--- config.mk ---
export PLATFORM = sky130hd
export DESIGN_NAME = uart_reg_bridge
export DESIGN_NICKNAME = d
export VERILOG_FILES = /design/src/rtl/uart_reg_pkg.sv /design/src/rtl/uart_reg_timeout.sv /design/src/rtl/uart_reg_bridge.sv
export SDC_FILE = /design/constraint.sdc
export NUM_CORES = 1
export LEC_CHECK = 0
export ABC_AREA = 0
export BUFFER_PORTS_ARGS = -buffer_cell sky130_fd_sc_hd__buf_2
export CAP_MARGIN = 10
export CORE_UTILIZATION = 42
export CTS_CLUSTER_SIZE = 10
export DETAILED_ROUTE_END_ITERATION = 16
export PLACE_DENSITY = 0.62
export REMOVE_ABC_BUFFERS = 1
export SYNTH_ARGS = -nofsm -noshare
export SYNTH_HDL_FRONTEND = slang
export SYNTH_SLANG_ARGS = --single-unit
--- constraint.sdc ---
create_clock -name clk -period 2.06 [get_ports clk]
set_input_delay 0.412 -clock clk [delete_from_list [all_inputs] [get_ports clk]]
set_output_delay 0.412 -clock clk [all_outputs]
set_load 0.02 [all_outputs]
--- src/rtl/uart_reg_pkg.sv ---
`default_nettype none
// ============================================================================
// Module   : uart_reg_pkg
// Brief    : Shared state encoding, header field positions and widths for the
//            UART register bridge.
// Revision : 1.0 - initial release
// ============================================================================
package uart_reg_pkg;

    localparam int REG_ADDR_W   = 6;
    localparam int BURST_W      = 9;

    localparam int HDR_WR       = 7;
    localparam int HDR_INC      = 6;
    localparam int HDR_ADDR_MSB = 5;
    localparam int HDR_ADDR_LSB = 0;

    typedef enum logic [2:0] {
        IDLE  = 3'd0,
        COUNT = 3'd1,
        WDATA = 3'd2,
        RREQ  = 3'd3,
        RWAIT = 3'd4,
        RSEND = 3'd5
    } state_t;

endpackage
`default_nettype wire

--- src/rtl/uart_reg_timeout.sv ---
`default_nettype none
// ============================================================================
// Module   : uart_reg_timeout
// Brief    : Saturating idle counter; o_expired is high once TIMEOUT_CYCLES-1
//            cycles have elapsed since the last i_clear.
// Revision : 1.0 - initial release
// ============================================================================
module uart_reg_timeout #(
    parameter int TIMEOUT_CYCLES = 5000000
) (
    input  logic clk,
    input  logic rst,
    input  logic i_clear,
    output logic o_expired
);

    localparam int              CNT_W  = (TIMEOUT_CYCLES > 2) ? $clog2(TIMEOUT_CYCLES) : 1;
    localparam logic [CNT_W-1:0] C_LAST = CNT_W'(TIMEOUT_CYCLES - 1);

    logic [CNT_W-1:0] r_cnt;

    always_ff @(posedge clk) begin
        if (rst || i_clear) begin
            r_cnt <= '0;
        end else if (r_cnt != C_LAST) begin
            r_cnt <= r_cnt + 1'b1;
        end
    end

    assign o_expired = (r_cnt == C_LAST);

endmodule
`default_nettype wire

--- src/rtl/uart_reg_bridge.sv ---
`default_nettype none
// ============================================================================
// Module   : uart_reg_bridge
// Brief    : Turns host UART packets {wr,inc,addr},count,[data] into register
//            requests and returns read data over the UART TX byte interface.
//            Optional packet timeout: define UART_REG_TIMEOUT_EN.
// Revision : 1.0 - initial release
// ============================================================================
module uart_reg_bridge
    import uart_reg_pkg::*;
#(
    parameter int READ_LATENCY   = 1,
    parameter int TIMEOUT_CYCLES = 5000000
) (
    input  logic       clk,
    input  logic       rst,
    input  logic [7:0] rx_data,
    input  logic       new_rx_data,
    output logic [7:0] tx_data,
    output logic       new_tx_data,
    input  logic       tx_busy,
    output logic [5:0] reg_addr,
    output logic       write,
    output logic       new_req,
    output logic [7:0] write_value,
    input  logic [7:0] read_value,
    output logic       busy
);

    localparam logic [3:0] C_READ_LATENCY = 4'(READ_LATENCY);

    state_t                  r_state, w_state_next;
    logic                    r_wr, w_wr_next;
    logic                    r_inc, w_inc_next;
    logic [REG_ADDR_W-1:0]   r_addr, w_addr_next, w_addr_adv;
    logic [BURST_W-1:0]      r_remaining, w_remaining_next;
    logic [3:0]              r_wait, w_wait_next;
    logic [7:0]              r_hold, w_hold_next;
    logic [7:0]              r_tx_data, w_tx_data_next;
    logic                    r_new_tx_data, w_new_tx_data_next;
    logic [REG_ADDR_W-1:0]   r_reg_addr, w_reg_addr_next;
    logic                    r_write, w_write_next;
    logic                    r_new_req, w_new_req_next;
    logic [7:0]              r_write_value, w_write_value_next;
    logic                    r_busy;
    logic                    w_timeout;
    logic                    w_last;

    assign w_addr_adv = r_inc ? r_addr + 1'b1 : r_addr;
    assign w_last     = (r_remaining == BURST_W'(1));

`ifdef UART_REG_TIMEOUT_EN
    logic w_timeout_clear;

    assign w_timeout_clear = new_rx_data | (w_state_next != r_state);

    uart_reg_timeout #(
        .TIMEOUT_CYCLES (TIMEOUT_CYCLES)
    ) u_timeout (
        .clk       (clk),
        .rst       (rst),
        .i_clear   (w_timeout_clear),
        .o_expired (w_timeout)
    );
`else
    // Timeout disabled: never fires for any legal parameter value
    assign w_timeout = (TIMEOUT_CYCLES < 0);
`endif

    always_ff @(posedge clk) begin
        if (rst) begin
            r_state       <= IDLE;
            r_wr          <= 1'b0;
            r_inc         <= 1'b0;
            r_addr        <= '0;
            r_remaining   <= '0;
            r_wait        <= '0;
            r_hold        <= '0;
            r_tx_data     <= '0;
            r_new_tx_data <= 1'b0;
            r_reg_addr    <= '0;
            r_write       <= 1'b0;
            r_new_req     <= 1'b0;
            r_write_value <= '0;
            r_busy        <= 1'b0;
        end else begin
            r_state       <= w_state_next;
            r_wr          <= w_wr_next;
            r_inc         <= w_inc_next;
            r_addr        <= w_addr_next;
            r_remaining   <= w_remaining_next;
            r_wait        <= w_wait_next;
            r_hold        <= w_hold_next;
            r_tx_data     <= w_tx_data_next;
            r_new_tx_data <= w_new_tx_data_next;
            r_reg_addr    <= w_reg_addr_next;
            r_write       <= w_write_next;
            r_new_req     <= w_new_req_next;
            r_write_value <= w_write_value_next;
            r_busy        <= (w_state_next != IDLE);
        end
    end

    always_comb begin
        w_state_next = r_state;
        case (r_state)
            IDLE: begin
                if (new_rx_data) w_state_next = COUNT;
            end
            COUNT: begin
                if (new_rx_data)    w_state_next = r_wr ? WDATA : RREQ;
                else if (w_timeout) w_state_next = IDLE;
            end
            WDATA: begin
                if (new_rx_data) begin
                    if (w_last) w_state_next = IDLE;
                end else if (w_timeout) begin
                    w_state_next = IDLE;
                end
            end
            RREQ:  w_state_next = RWAIT;
            RWAIT: begin
                if (r_wait == 4'd1) w_state_next = RSEND;
            end
            RSEND: begin
                if (!tx_busy) w_state_next = w_last ? IDLE : RREQ;
            end
            default: w_state_next = IDLE;
        endcase
    end

    // Read requests are registered on entry to RREQ so new_req is high
    // during the RREQ cycle itself.
    always_comb begin
        w_wr_next          = r_wr;
        w_inc_next         = r_inc;
        w_addr_next        = r_addr;
        w_remaining_next   = r_remaining;
        w_wait_next        = r_wait;
        w_hold_next        = r_hold;
        w_tx_data_next     = r_tx_data;
        w_new_tx_data_next = 1'b0;
        w_reg_addr_next    = r_reg_addr;
        w_write_next       = r_write;
        w_new_req_next     = 1'b0;
        w_write_value_next = r_write_value;
        case (r_state)
            IDLE: begin
                if (new_rx_data) begin
                    w_wr_next   = rx_data[HDR_WR];
                    w_inc_next  = rx_data[HDR_INC];
                    w_addr_next = rx_data[HDR_ADDR_MSB:HDR_ADDR_LSB];
                end
            end
            COUNT: begin
                if (new_rx_data) begin
                    w_remaining_next = {1'b0, rx_data} + BURST_W'(1);
                    if (!r_wr) begin
                        w_new_req_next  = 1'b1;
                        w_write_next    = 1'b0;
                        w_reg_addr_next = r_addr;
                    end
                end
            end
            WDATA: begin
                if (new_rx_data) begin
                    w_new_req_next     = 1'b1;
                    w_write_next       = 1'b1;
                    w_reg_addr_next    = r_addr;
                    w_write_value_next = rx_data;
                    w_addr_next        = w_addr_adv;
                    w_remaining_next   = r_remaining - BURST_W'(1);
                end
            end
            RREQ: begin
                w_wait_next = C_READ_LATENCY;
            end
            RWAIT: begin
                w_wait_next = r_wait - 4'd1;
                if (r_wait == 4'd1) w_hold_next = read_value;
            end
            RSEND: begin
                if (!tx_busy) begin
                    w_new_tx_data_next = 1'b1;
                    w_tx_data_next     = r_hold;
                    w_addr_next        = w_addr_adv;
                    w_remaining_next   = r_remaining - BURST_W'(1);
                    if (!w_last) begin
                        w_new_req_next  = 1'b1;
                        w_write_next    = 1'b0;
                        w_reg_addr_next = w_addr_adv;
                    end
                end
            end
            default: ;
        endcase
    end

    assign tx_data     = r_tx_data;
    assign new_tx_data = r_new_tx_data;
    assign reg_addr    = r_reg_addr;
    assign write       = r_write;
    assign new_req     = r_new_req;
    assign write_value = r_write_value;
    assign busy        = r_busy;

endmodule
`default_nettype wire

# == After elaboration in Yosys (flattened, before gate mapping) ==
# Cells that the tools add are included.
# word_totals
ff_bits,58
latchBits,0
mem_bits_rw,0
rom_bits,0
inputBits,20
out_inout_bits,26
wordCells,84
mem_count,0
# op_classes
addsub,4
multipliers,0
div_mod_pow,0
magnitude_cmp,0
n_eq_ne,13
shift,0
mux,38
bitwise_logic,2
reduce_logical,13
# ops
operator,count
6-bit two-way mux,9
6-bit one-hot mux with 3 select lines,2
9-bit two-way mux,3
9-bit one-hot mux with 3 select lines,1
3-bit two-way mux,6
3-bit one-hot mux with 6 select lines,1
1-bit two-way mux,12
2-bit inequality test (second input constant),6
8-bit by 1-bit adder with 9-bit output (second input constant),1
9-bit by 1-bit == test with 1-bit output (second input constant),1
3-bit nonzero test,3
9-bit by 1-bit subtractor with 9-bit output (second input constant),1
4-bit one-hot mux with 2 select lines,1
2-bit AND reduction,4
4-bit AND reduction,2
6-bit by 1-bit adder with 6-bit output (second input constant),1
3-bit by 2-bit == test with 1-bit output (second input constant),2
3-bit == test (second input constant),2
1-bit one-hot mux with 3 select lines,2
6-bit AND reduction,1
4-bit by 1-bit == test with 1-bit output (second input constant),1
4-bit by 1-bit subtractor with 4-bit output (second input constant),1
3-bit by 1-bit == test with 1-bit output (second input constant),1
3-bit logical NOT,1
4 further kinds,5

# == Depth between registers and ports, before layout ==
# depth
depth_word,5
depth_mapped,7
depth_no_buf,7

# == Worst setup path after synthesis ==
# Ideal clock, no wire load.
# synth_path
kind,register to register
startpoint,reg r_state[2]
endpoint,reg r_addr[5]
setup_time_ps,131
t_arrival_ps,1508
required_ps,1929
setup_slack_ps,421
stages_incl_launch_ff,8
n_path_buf,2
period_less_slack_ps,1639
path_cell_list,dfxtp_1 -> buf_2 -> and2b_1 -> nor3b_4 -> nor2_1 -> buf_2 -> a21oi_1 -> o32ai_1
# synth_via
elab_chain_cells,3
elab_cells_between_ends,9
cone_classes,eq/ne (5); mux (1); reduce/logical (3)
# synth_rtl
element,line_no,rtl
"start, declared",uart_reg_bridge.sv:32,"state_t r_state, w_state_next;"
"start signal, assigned",uart_reg_bridge.sv:87,r_state <= w_state_next;
"3-bit == test, or another cell as far along",uart_reg_bridge.sv:147,case (r_state)
2-bit inequality test (no source line) or 3-bit nonzero test (tied branches),-,
4-bit AND reduction (no source line),-,
"end signal, assigned",uart_reg_bridge.sv:90,r_addr <= w_addr_next;
"end, declared",uart_reg_bridge.sv:35,"logic [REG_ADDR_W-1:0] r_addr, w_addr_next, w_addr_adv;"
# Parallel ways exist; a longest one is shown, timed or not.
# A chain may end at the register's enable or synchronous reset.

# == Final worst setup path ==
# layout_path
startpoint,reg r_state[0]
endpoint,reg r_addr[4]
# The elaborated chain is that of the path after synthesis.

==> metrics.md <==
| Metric | Value |
|---|---|
| Die height | 84.4 um |
| Status | finished clean |
| ANT cells | 0 |
| Worst-path fanout max | 12 |
| Ratio of cells with drive above 1 in the final layout | 20.2% |
| IO Port Bufs | 45 |
| CORE AREA | 6460 um2 |
| Synth Cell Area | 2850 um2 |
| Top cells by count, synth | 58 x dfxtp_1, 47 x nand2_1, 46 x a21oi_1 |
| Worst setup path category | reg2reg |
| VDD IR max | 0.583 mV |
| Yosys reg bits | 58 |
| HP Class | in2reg |
| GPL Wtd Cong | 0.799 |
| Main synth FF type | dfxtp_1 |
| Placed Area | 3190 um2 |
| I/O Pins | 46 |
| Post-synth cell types | 52 |
| Starting Density | 44.1% |
| Clock root cell | clkbuf_8 |
| Worst slew pin tran | 0.440 ns |
| DRT Pass-1 Iters | 5 |
| Initial DRC Count | 131 |
| DR DRC count | 0 |
| Post-DRT Antenna Nets | 0 |
| Worst setup SP type | register |
| DR vias | 2,616 |
| Crit end category | register |
| Hold_ws | 0.302 ns |
| Power density of the placed cells | 785 nW/um2 |
| Slew HR | 70.7% |
| GRT Overall Usage | 21.2% |
| Synth area leaders | dfxtp_1 41%, a21oi_1 8.1%, nand2_1 6.2% |
| Cell with the most instances after synthesis | dfxtp_1 |
| Fin cells | 483 |
| Post-CTS Setup Bufs | 0 |
| Max Clock Skew | 0.00874 ns |
| Post-Syn Instances | 351 |
| Core Rows | 29 |
| Total negative slack | 0 ns |
| Antenna violations before repair | 0 |
| Pin count of the biggest net entering global routing | 21 |
| R2R Setup Slk | 0.22 ns |
| CP max stage delay | 0.58 ns |
| Ys Warns | 0 |
| Reg area | 1160 um2 |
| Number of max-cap violations | 0 |
| Placed cell count | 468 |
| Final worst slack | 0.219 ns |
| Syn Area/Cell | 8.12 um2 |
| CTS tree | built |
| Seq/Total Area, Yosys | 40.7% |
| Die W | 84.4 um |
| DPL Wire Length | 4.96 mm |
| TritonCTS Buffers | 9 |
| CTS Sinks | 58 |
| H-tree Lvls | 3 |
| Slew Viols, Final | 0 |
| Fin nets | 428 |
| Vias in the first global route | 2,416 |
| Clock transition at the registers of the reported paths | 0.07 ns |
| Average wire per cell in the routed design | 14.4 um |
| Post-synth EDFFs | 0 |
| Worst slack at placement | 0.182 ns |
| Post-route cell area | 3360 um2 |
| Max Clk Rate | 543 MHz |
| CP Data Required Time | 2.34 ns |
| First-pass GRT wire length | 11.8 mm |
| Crit-path cells | and3b_1, nor2_2, buf_4, or3_1, a21o_1, a21oi_1 |
| Slowest cell on the critical path | dfxtp_1 |
| RSZ-0062 raised after global routing | false |
| Area grow syn2layout | 18.0% |
| Final period utilization | 89.4% |
| Buffers plus inverters on the worst setup path | 1 |
| Wirelength, routed | 6.97 mm |
| Setup-failing EPs final | 0 |
| CP top delay family | simple AND/OR/NAND/NOR gates |
| Global route overflow | 0 |
| Clock Latency Late Sink | 0.34 ns |
| CP arrival | 2.12 ns |
| Area of the multi-input gates | 1590 um2 |
| Synth async-reset ratio | 0% |
| Final Hold Fails | 0 |
| Period minus WS final | 1.84 ns |
| Static Leak | 1.38 nW |
| DIE AREA | 7120 um2 |
| Clk buf depth | 2 |
| Cell taking the most area after synthesis | dfxtp_1 |
| Via density | 5.42 |
| Fillers | 651 |
| Yosys top cell area share | 40.7% |
layer usage:
metal	wire [um]	GRT usage, %	part of all wire (%)	vias to the layer above
li1	-	-	-	1330
met4	143	8.63	2.1	0
met2	3070	32.6	44	71
met5	0	0	0	-
met3	413	5.21	5.9	12
met1	3350	28.7	48	1203
registers in the layout (all words and copies together), names as in the netlist, 3 cells and up:
signal / flops
r_remaining: 9
r_hold: 8
tx_data: 8
write_value: 8
r_addr: 6
reg_addr: 6
r_wait: 4
r_state: 3
through the flow:
stage                     util, %  power, mW
final                        52.1       2.64
after floorplan                 -       1.55
after global placement       49.4       1.73
after global routing         52.1       2.78
after CTS                    52.0       2.66
after detailed placement     49.4       1.74
cells in the final DEF (no fill, tap or decap), types with 3 or more instances in the layout:
| master | instances |
|---|---|
| nand2_1 | 47 |
| and3_1 | 4 |
| or3_1 | 3 |
| mux2i_1 | 12 |
| buf_2 | 45 |
| buf_4 | 14 |
| nor3_1 | 5 |
| o21ai_1 | 6 |
| a21o_1 | 4 |
| clkinv_2 | 3 |
| xor2_1 | 3 |
| a21oi_1 | 46 |
| dfxtp_1 | 58 |
| nand3_1 | 8 |
| a211oi_1 | 9 |
| and2_1 | 4 |
| nor3b_1 | 3 |
| nand2b_1 | 6 |
| o21ai_0 | 14 |
| inv_1 | 5 |
| xnor2_1 | 9 |
| nor2_1 | 42 |
| clkbuf_8 | 10 |
| nand4_1 | 4 |
| ha_1 | 6 |
final cells by class:
cell class	instances	share of cell area [%]
timing repair buffer	59	9.82
inverter	6	0.669
tap	77	2.86
multi-input combinational	268	47.1
clock inverter	5	0.930
clock buffer	10	4.09
sequential	58	34.5
where the power goes:
group	total, mW	internal, mW	switching, mW	leakage [nW]
logic	0.472	0.195	0.277	0.817
clock network	0.925	0.457	0.468	0.0879
registers	1.24	1.18	0.0641	0.471
repair_timing:
item	in CTS	in global routing
hold endpoints to repair	0	0
setup endpoints to repair	0	1
hold buffers	0	0
gates resized for setup	0	1
worst register-to-register path, stage by stage, from the launching register on:
cell	delay, ns
dfxtp_1	0.58
and3b_1	0.33
nor2_2	0.07
buf_4	0.17
or3_1	0.34
a21o_1	0.18
a21oi_1	0.10
worst paths after layout:
path / start / to / depth (start not counted)
max: r_state[0] / r_addr[4] / 6
min: read_value[5] / r_hold[5] / 3
max reg2reg: r_state[0] / r_addr[4] / 6
min reg2reg: r_hold[5] / tx_data[5] / 2
cell families after synthesis:
| family | share of synthesized area (%) |
|---|---|
| AOI/OAI and AO/OA | 19.6 |
| xor gates and xnor gates | 3.69 |
| adders and majority gates | 2.63 |
| buffers and inverters | 3.78 |
| DFF | 40.7 |
| muxes | 4.21 |
| and+or+nand+nor | 25.3 |
No activity file was read; power rests on OpenSTA's default activity.
